--- src/rtl/sar_result_deser_pkg.sv ---
// Shared constants for the SAR result deserializer and its word FIFO.
// The word width follows the SAR logic: define SAR_BIT_ADC to override it
// for both blocks at once.
`ifndef SAR_BIT_ADC
`define SAR_BIT_ADC 8
`endif

package sar_result_deser_pkg;

  localparam int BIT_ADC_DEF = `SAR_BIT_ADC;

  // Buffered conversion words; must be a power of two and at least 2.
  localparam int FIFO_DEPTH_DEF = 4;

  // Pointer width for a FIFO of the given depth (log2, at least 1 bit).
  function automatic int ptr_width(input int depth);
    return (depth > 1) ? $clog2(depth) : 1;
  endfunction

  localparam int FIFO_PTR_W_DEF = ptr_width(FIFO_DEPTH_DEF);

  // Width of the optional saturating dropped-word counter.
  localparam int OVR_COUNT_W = 8;

endpackage

--- src/rtl/sar_word_fifo.sv ---
// Synchronous word FIFO for completed conversions.
// Pushes while full are refused unless a pop happens in the same cycle.
// The head word is presented combinationally and reads as 0 when empty.
module sar_word_fifo
  import sar_result_deser_pkg::*;
#(
  parameter int WIDTH = BIT_ADC_DEF,
  parameter int DEPTH = FIFO_DEPTH_DEF
) (
  input  logic             i_clk,
  input  logic             i_xrst,
  input  logic             i_push,
  input  logic [WIDTH-1:0] i_wdata,
  input  logic             i_pop,
  output logic [WIDTH-1:0] o_rdata,
  output logic             o_empty,
  output logic             o_full
);

  localparam int PTR_W = ptr_width(DEPTH);
  localparam int CNT_W = PTR_W + 1;

  logic [WIDTH-1:0] r_mem [DEPTH];
  logic [PTR_W-1:0] r_wr_ptr;
  logic [PTR_W-1:0] r_rd_ptr;
  logic [CNT_W-1:0] r_count;

  logic w_pop_ok;
  logic w_push_ok;

  assign o_empty   = (r_count == '0);
  assign o_full    = (r_count == CNT_W'(DEPTH));
  // A pop only happens when there is something to pop; a full FIFO still
  // accepts a push when the head leaves in the same cycle.
  assign w_pop_ok  = i_pop & ~o_empty;
  assign w_push_ok = i_push & (~o_full | w_pop_ok);

  assign o_rdata   = o_empty ? '0 : r_mem[r_rd_ptr];

  // Storage write.
  // NOTE: the storage array has no reset; occupancy is tracked by the
  // pointers and count, and the output mux hides stale entries.
  always_ff @(posedge i_clk) begin
    if (w_push_ok) begin
      r_mem[r_wr_ptr] <= i_wdata;
    end
  end

  // Pointer and occupancy bookkeeping; pointers wrap naturally (power of two).
  // NOTE: sequential state uses non-blocking assignments so every register
  // samples pre-edge values regardless of statement order.
  always_ff @(posedge i_clk) begin
    if (!i_xrst) begin
      r_wr_ptr <= '0;
      r_rd_ptr <= '0;
      r_count  <= '0;
    end else begin
      if (w_push_ok) r_wr_ptr <= r_wr_ptr + 1'b1;
      if (w_pop_ok)  r_rd_ptr <= r_rd_ptr + 1'b1;
      case ({w_push_ok, w_pop_ok})
        2'b10:   r_count <= r_count + 1'b1;
        2'b01:   r_count <= r_count - 1'b1;
        default: r_count <= r_count;
      endcase
    end
  end

endmodule

--- src/rtl/sar_result_deser.sv ---
// SAR result deserializer: captures serial MSB-first bit decisions on each
// falling edge of COMP_CLK, assembles BIT_ADC-bit words, buffers them in a
// small FIFO and hands them out over a valid/ready handshake.
// Optional feature: define SAR_DESER_OVR_COUNT_EN to add OVR_COUNT, a
// saturating count of words dropped because the FIFO was full.
module sar_result_deser
  import sar_result_deser_pkg::*;
#(
  parameter int BIT_ADC    = BIT_ADC_DEF,
  parameter int FIFO_DEPTH = FIFO_DEPTH_DEF
) (
  input  logic               CLK,
  input  logic               XRST,
  input  logic               DIGITAL_OUT,
  input  logic               COMP_CLK,
  input  logic               SYNC,
  output logic [BIT_ADC-1:0] DATA_OUT,
  output logic               DATA_VALID,
  input  logic               DATA_READY,
  output logic               OVERRUN,
  input  logic               OVR_CLR
`ifdef SAR_DESER_OVR_COUNT_EN
  ,
  output logic [OVR_COUNT_W-1:0] OVR_COUNT
`endif
);

  localparam int BCNT_W = (BIT_ADC > 1) ? $clog2(BIT_ADC) : 1;

  // Front-end state: the bit counter doubles as the ALIGN/COLLECT state.
  logic              r_comp_clk_q;
  logic [BCNT_W-1:0] r_bit_cnt;
  logic [BIT_ADC-2:0] r_shift;
  logic              r_overrun;

  logic               w_bit_stb;
  logic               w_capture;
  logic               w_last_bit;
  logic               w_push;
  logic               w_pop;
  logic               w_drop;
  logic [BIT_ADC-1:0] w_word;
  logic               w_fifo_empty;
  logic               w_fifo_full;

  // DIGITAL_OUT is stable at the falling edge of COMP_CLK.
  assign w_bit_stb  = r_comp_clk_q & ~COMP_CLK;
  // SYNC takes priority: a strobe in the same cycle is discarded.
  assign w_capture  = w_bit_stb & ~SYNC;
  assign w_last_bit = (r_bit_cnt == BCNT_W'(BIT_ADC - 1));
  assign w_word     = {r_shift, DIGITAL_OUT};
  assign w_push     = w_capture & w_last_bit;

  assign DATA_VALID = ~w_fifo_empty;
  assign w_pop      = DATA_VALID & DATA_READY;
  // A completed word is lost only if the FIFO is full and nothing leaves.
  assign w_drop     = w_push & w_fifo_full & ~w_pop;
  assign OVERRUN    = r_overrun;

  // Bit capture: edge detect, shift in MSB first, wrap after the last bit.
  always_ff @(posedge CLK) begin
    if (!XRST) begin
      r_comp_clk_q <= 1'b0;
      r_bit_cnt    <= '0;
      r_shift      <= '0;
    end else begin
      r_comp_clk_q <= COMP_CLK;
      if (SYNC) begin
        r_bit_cnt <= '0;
        r_shift   <= '0;
      end else if (w_bit_stb) begin
        r_shift   <= w_word[BIT_ADC-2:0];
        r_bit_cnt <= w_last_bit ? '0 : r_bit_cnt + 1'b1;
      end
    end
  end

  // Sticky overrun flag; a new drop wins over a same-cycle clear.
  always_ff @(posedge CLK) begin
    if (!XRST) begin
      r_overrun <= 1'b0;
    end else if (w_drop) begin
      r_overrun <= 1'b1;
    end else if (OVR_CLR) begin
      r_overrun <= 1'b0;
    end
  end

`ifdef SAR_DESER_OVR_COUNT_EN
  logic [OVR_COUNT_W-1:0] r_ovr_count;

  assign OVR_COUNT = r_ovr_count;

  // Saturating dropped-word count; a drop alongside a clear restarts at 1.
  always_ff @(posedge CLK) begin
    if (!XRST) begin
      r_ovr_count <= '0;
    end else if (OVR_CLR) begin
      r_ovr_count <= w_drop ? OVR_COUNT_W'(1) : '0;
    end else if (w_drop && (r_ovr_count != '1)) begin
      r_ovr_count <= r_ovr_count + 1'b1;
    end
  end
`endif

  sar_word_fifo #(
    .WIDTH (BIT_ADC),
    .DEPTH (FIFO_DEPTH)
  ) u_fifo (
    .i_clk   (CLK),
    .i_xrst  (XRST),
    .i_push  (w_push),
    .i_wdata (w_word),
    .i_pop   (w_pop),
    .o_rdata (DATA_OUT),
    .o_empty (w_fifo_empty),
    .o_full  (w_fifo_full)
  );

endmodule

--- config.mk ---
export PLATFORM = sky130hd
export DESIGN_NAME = sar_result_deser
export DESIGN_NICKNAME = d
export VERILOG_FILES = /design/src/rtl/sar_result_deser_pkg.sv /design/src/rtl/sar_word_fifo.sv /design/src/rtl/sar_result_deser.sv
export SDC_FILE = /design/constraint.sdc
export NUM_CORES = 1
export LEC_CHECK = 0
export CAP_MARGIN = 0
export CORE_MARGIN = 2
export CORE_UTILIZATION = 25
export CTS_BUF_LIST = sky130_fd_sc_hd__clkbuf_4 sky130_fd_sc_hd__clkbuf_8
export DETAILED_ROUTE_END_ITERATION = 8
export REMOVE_ABC_BUFFERS = 1
export SYNTH_ARGS = -nofsm -noshare
export SYNTH_HDL_FRONTEND = slang
export SYNTH_SLANG_ARGS = --single-unit
export TNS_END_PERCENT = 50
--- constraint.sdc ---
create_clock -name CLK -period 4 [get_ports CLK]
set_input_delay 1 -clock CLK [delete_from_list [all_inputs] [get_ports CLK]]
set_output_delay 1 -clock CLK [all_outputs]
set_load 0.01 [all_outputs]
======== After elaboration in Yosys (flattened, before gate mapping) ========
Memory sizes are Yosys's and may differ from the RTL's. A register that Yosys moved wholly into a read port is not among the register bits.
Cells that the tools add are included.
word-level totals
  output and inout port bits .............. 10
  input port bits ......................... 7
  memories ................................ 1
  RAM bits ................................ 32
  bits in registers ....................... 19
  word-level logic and storage cells ...... 45
  ROM bits ................................ 0
  latch bits .............................. 0
memories
  memory        words  width  rd ports  clocked after memory_dff  wr ports  line                 text
  u_fifo.r_mem  4      8      1         1                         1         sar_word_fifo.sv:23  logic [WIDTH-1:0] r_mem [DEPTH];
cells by class
  eq/ne operators ......................... 4
  div/mod/pow operators ................... 0
  muxes and demuxes ....................... 9
  bitwise gates (word level) .............. 15
  $lt $le $gt $ge ......................... 0
  reductions and logical operators ........ 4
  multiply operators ...................... 0
  shift operators ......................... 0
  $add $sub $neg .......................... 5
operators by type and width
  kind                                                                 count
  1-bit AND                                                            8
  8-bit 2-to-1 mux                                                     1
  3-bit by 1-bit adder with 3-bit output (second input constant)       2
  3-bit == test (second input constant)                                2
  1-bit NOT                                                            6
  3-bit case mux with 2 select lines                                   1
  2-bit by 1-bit adder with 2-bit output (second input constant)       2
  1-bit 2-to-1 mux                                                     4
  2-bit 2-to-1 mux                                                     2
  2-bit nonzero test                                                   2
  3-bit logical NOT                                                    1
  3-bit 2-to-1 mux                                                     1
  3-bit by 1-bit subtractor with 3-bit output (second input constant)  1
  2-bit by 1-bit == test with 1-bit output (second input constant)     1
  2-bit == test (second input constant)                                1
  2-bit OR reduction                                                   1
  1-bit bitwise OR                                                     1

======== Longest topological paths before layout ========
  depth after elaboration ................. 8
  mapped depth ............................ 9
  mapped depth without buffers ............ 8

======== Hierarchy ========
A second synthesis with hierarchy kept.
second synthesis, totals
  cell total of the unflattened synthesis .. 176
  area, all modules ....................... 2311.0 sq um
modules (own cells, without submodules)
  module            area each (sq um)  sequential area each (sq um)  cells each  times used
  sar_word_fifo     1809.2             1141.1                        118         1
  sar_result_deser  501.7              240.2                         58          1

======== Worst setup path before layout ========
Ideal clock, no wire load.
  path type ............................... input-to-reg
  from .................................... input port SYNC
  to ...................................... register u_fifo.r_count[2]
  cell stages on the path ................. 7
  setup slack ............................. 1.225 ns
  library setup time ...................... 0.120 ns
  buffers on the path ..................... 1
  data required time ...................... 3.880 ns
  arrival ................................. 2.655 ns
  cells stage by stage .................... nand4bb_1 buf_2 nand3_1 fa_1 or3_1 and3_1 o31a_1
between the ends
  longest elaborated chain between the ends .. 6
  elaborated cells between the ends (all ways) .. 8
  those cells by class .................... 2 x eq/ne; 1 x mux; 4 x bitwise; 1 x reduce/logical
ends and longest elaborated chain
  what                                                                       line                    text
  from (decl)                                                                sar_result_deser.sv:16  input logic SYNC,
  1-bit NOT (*)                                                              sar_result_deser.sv:49  assign w_capture = w_bit_stb & ~SYNC;
  1-bit AND (*)                                                              sar_result_deser.sv:49
  1-bit AND (*)                                                              sar_result_deser.sv:52  assign w_push = w_capture & w_last_bit;
  1-bit AND (*)                                                              sar_word_fifo.sv:36     assign w_push_ok = i_push & (~o_full | w_pop_ok);
  2-bit by 1-bit == test with 1-bit output or 2-bit == test (tied branches)  sar_word_fifo.sv:60     case ({w_push_ok, w_pop_ok})
  3-bit case mux with 2 select lines or 2-bit nonzero test (tied branches)   n/a
  to (signal assigned)                                                       sar_word_fifo.sv:61     2'b10: r_count <= r_count + 1'b1;
  to (signal assigned)                                                       sar_word_fifo.sv:62     2'b01: r_count <= r_count - 1'b1;
  to (signal assigned)                                                       sar_word_fifo.sv:63     default: r_count <= r_count;
  to (decl)                                                                  sar_word_fifo.sv:26     logic [CNT_W-1:0] r_count;
Every way passes the cells marked *; elsewhere a longest branch is shown, timed or not.
A chain may end at the register's enable or synchronous reset.

==> results.txt <==
The congestion estimate from routability-driven global placement came to 0.700. At the pin with the least slew margin, the transition time is 0.663 ns. For this design the static power due to leakage is 0.845 nW.

The run gives 2420 um2 as the post-place instance area. Ratio of final minimum period to clock period: 80.2%. Setup repair after global routing left no endpoint under its margin.

The number of global-route vias before repair is 1131, and the clock latency on the worst-skew pair is 0.30 ns. Path class of the lowest-slack min-delay path: register to register. The commonest cells after synthesis are edfxtp_1, nand2_1, dfxtp_1. Ranked by total cell area, the synthesized netlist is headed by edfxtp_1, dfxtp_1, mux4_2.

The fraction of registers with async set/reset was 0%. Worst-case setup margin in the final layout: 0.791 ns. Data on the critical path is required at its endpoint by 3.00 ns.

Global routing consumed, over all layers together, 7.71% of the routing resources. The most common cell in the synthesized netlist is edfxtp_1. The number of enable-type register cells in the synthesized netlist came out at 32. The mean instance size in the synthesized netlist is 13.5 um2. The number of warnings printed during yosys synthesis came out at 0. The relative area change from synthesis to final layout came out at 17.6%.

The CTS root buffer is clkbuf_8. Wires add up to 3.45 mm. After synthesis, the netlist uses 29 different library cells.

The tool flagged a number of max-cap violations equal to 0. The H-tree generated during clock tree synthesis spans 2 levels. TritonCTS built the clock tree. The average wire length per cell after detail routing was 12.2 um.

The largest driver fanout on the critical path was 8. In the routed layout, each cell is associated on average with a via count of 4.24. The width of the die was 96.9 um. The maximum clock frequency is 312 MHz. Final number of hold-violating endpoints: 0. After synthesis the netlist holds a flip-flop and latch count of 53. The residual DRC count came out at 0. The number of setup buffers added after CTS is 0.

The run gives 274 as the cell count after placement. Summing every instance area after synthesis gives 2160 um2. After the last flow step, the layout net total stands at 190. The logs give 0 for the global-route congestion overflow total and 0 for the count of pins over their slew limit. Of the cells placed in the final design, the portion with a size suffix greater than 1 is 10.2%.

The tools report the global-route wire length before repair as 5.72 mm. The longest clock path from root to sink contains 2 buffers. The clock drives 53 sinks. The share of synthesized area in the top cell type comes to 44.5%. The logs give 0 for the initial antenna violation count and 0 ns for the setup TNS. In this run the core area contains 33 standard-cell rows. The tools report the number of non-filler instances in the completed layout as 282. The tools report the clock skew after layout as 0.00655 ns.

Kind of start point of the critical path: a register. Tightest slew margin relative to the limit: 55.7%. Sequential cells were found to cover 64.0% of the synthesized design area. The most used flip-flop cell after synthesis is edfxtp_1. The core outline area was 8300 um2. Buffers inserted during clock tree synthesis total 5. The total vias in the final route was 1195; the violation count after the first detailed-routing iteration was 48.

The ratio of total power to cell area is 376 nW/um2, and the count of nets left with antenna violations after detail routing is 0. The cell count after synthesis came out at 160. The run gives 0 as the post-cts hold buffer count.

The number of antenna diodes in the final layout is 0. The power consumption is 954 uW, and the number of top-level design ports is 17. The flow ran to the end, and the final reports show no timing, DRC or antenna violations. The y dimension of the die is 96.9 um, and the largest voltage drop on the vdd net is 139 uV. Entering global routing, the biggest net connects 18 pins.

Before CTS, the worst setup slack after placement is 0.585 ns. The first TritonRoute pass finished after 4 iterations. The number of setup violations in the final report was 0; the post-route minimum period was 3.21 ns.

Summing all non-filler instances in the final layout gives an area of 2540 um2. The number of gates resized after cts came out at 0. The initial utilization of the core area, before any placement, comes to 26.0%. Clock-pin slew was measured on the worst setup and hold paths at 0.10 ns. Data on the critical path arrives at its endpoint at 2.21 ns. Summed over all nets, the half-perimeter wirelength after detailed placement is 2.37 mm. The floorplan step defined a die boundary enclosing 9390 um2. The type of the worst setup path is register to output port.

The tools report the capturing element type of the critical path as an output port. The largest area contributor in the synthesized netlist is edfxtp_1. In this run the tool buffered the top-level ports with 16 buffer cells.
where the power goes:
group          leakage [nW]  internal [mW]  total [mW]  switching [mW]
clock network        0.0585          0.188       0.363           0.175
logic                 0.303        0.00829      0.0174         0.00908
registers             0.484          0.573       0.574        0.000696
total                 0.845          0.769       0.954           0.185
final cells by class:
| type | count | area [um2] |
|---|---|---|
| timing repair buffer | 17 | 168 |
| clock buffer | 5 | 68.8 |
| multi-input combinational | 95 | 728 |
| tap | 105 | 131 |
| inverter | 4 | 15.0 |
| clock inverter | 3 | 43.8 |
| fill | 825 | 5760 |
| sequential | 53 | 1380 |
worst max-delay path, stage by stage (launching register included):
cell and delay (ns):
dfxtp_1 0.69, mux4_2 0.59, and2_1 0.17, clkdlybuf4s50_1 0.47
per-stage QoR:
step / util [%] / hold WS, ns
after CTS: 30.6 / 0.468
final: 30.6 / 0.467
after global routing: 30.6 / 0.508
after detailed placement: 29.2 / 0.454
after global placement: 29.2 / 0.447
after floorplan: - / 0.440
cell families (layout without fill, tap and decap cells):
kind of cell	after synthesis	count (layout)	synth area share [%]
AND/OR/NAND/NOR	58	58	14.0
flip-flops	53	53	64.0
AO/OA/AOI/OAI	17	17	4.81
buffers and inverters	12	29	2.20
multiplexers	10	10	9.28
adder cells (fa/ha/maj)	7	7	4.41
XOR/XNOR	3	3	1.22
state kept, by name, summed over array words and instances, names as in the netlist, named ones only:
signal	flops
r_shift	7
r_bit_cnt	3
u_fifo.r_rd_ptr	2
u_fifo.r_wr_ptr	2
OVERRUN	1
u_fifo.r_mem	32
u_fifo.r_count	3
r_comp_clk_q	1
cell usage in the layout, fill, tap and decap left out, drive strengths merged:
master	n
bufinv	1
o31a	1
dfxtp	21
nor2	2
clkinv	1
o21ai	1
and2	17
and3	1
ha	6
a21oi	11
nor2b	1
nor4b	1
nor4	1
xnor2	3
nor3	1
nand2	23
clkbuf	5
or3	2
buf	1
mux2i	2
clkdlybuf4s50	16
nand2b	5
mux4	8
nand4bb	1
a21boi	3
fa	1
nand3	3
inv	5
edfxtp	32
o2111ai	1
final timing paths:
| kind | startpoint | to | slack [ns] | cells after the start |
|---|---|---|---|---|
| hold / removal | r_bit_cnt[2] | r_bit_cnt[2] | 0.47 | 2 |
| setup reg to reg | r_bit_cnt[0] | u_fifo.r_count[2] | 1.39 | 8 |
| setup / recovery | register | DATA_OUT[2] | 0.79 | 3 |
| hold reg to reg | r_bit_cnt[2] | r_bit_cnt[2] | 0.47 | 2 |
layer usage:
| metal | routed length (um) | track usage, % | vias to the layer above |
|---|---|---|---|
| li1 | - | - | 599 |
| met1 | 1650 | 10.3 | 570 |
| met2 | 1620 | 12.0 | 21 |
| met3 | 133 | 2.17 | 5 |
| met4 | 50 | 2.93 | 0 |
| met5 | 0 | 0 | - |
Note: power is estimated with default switching activity, not from simulation.
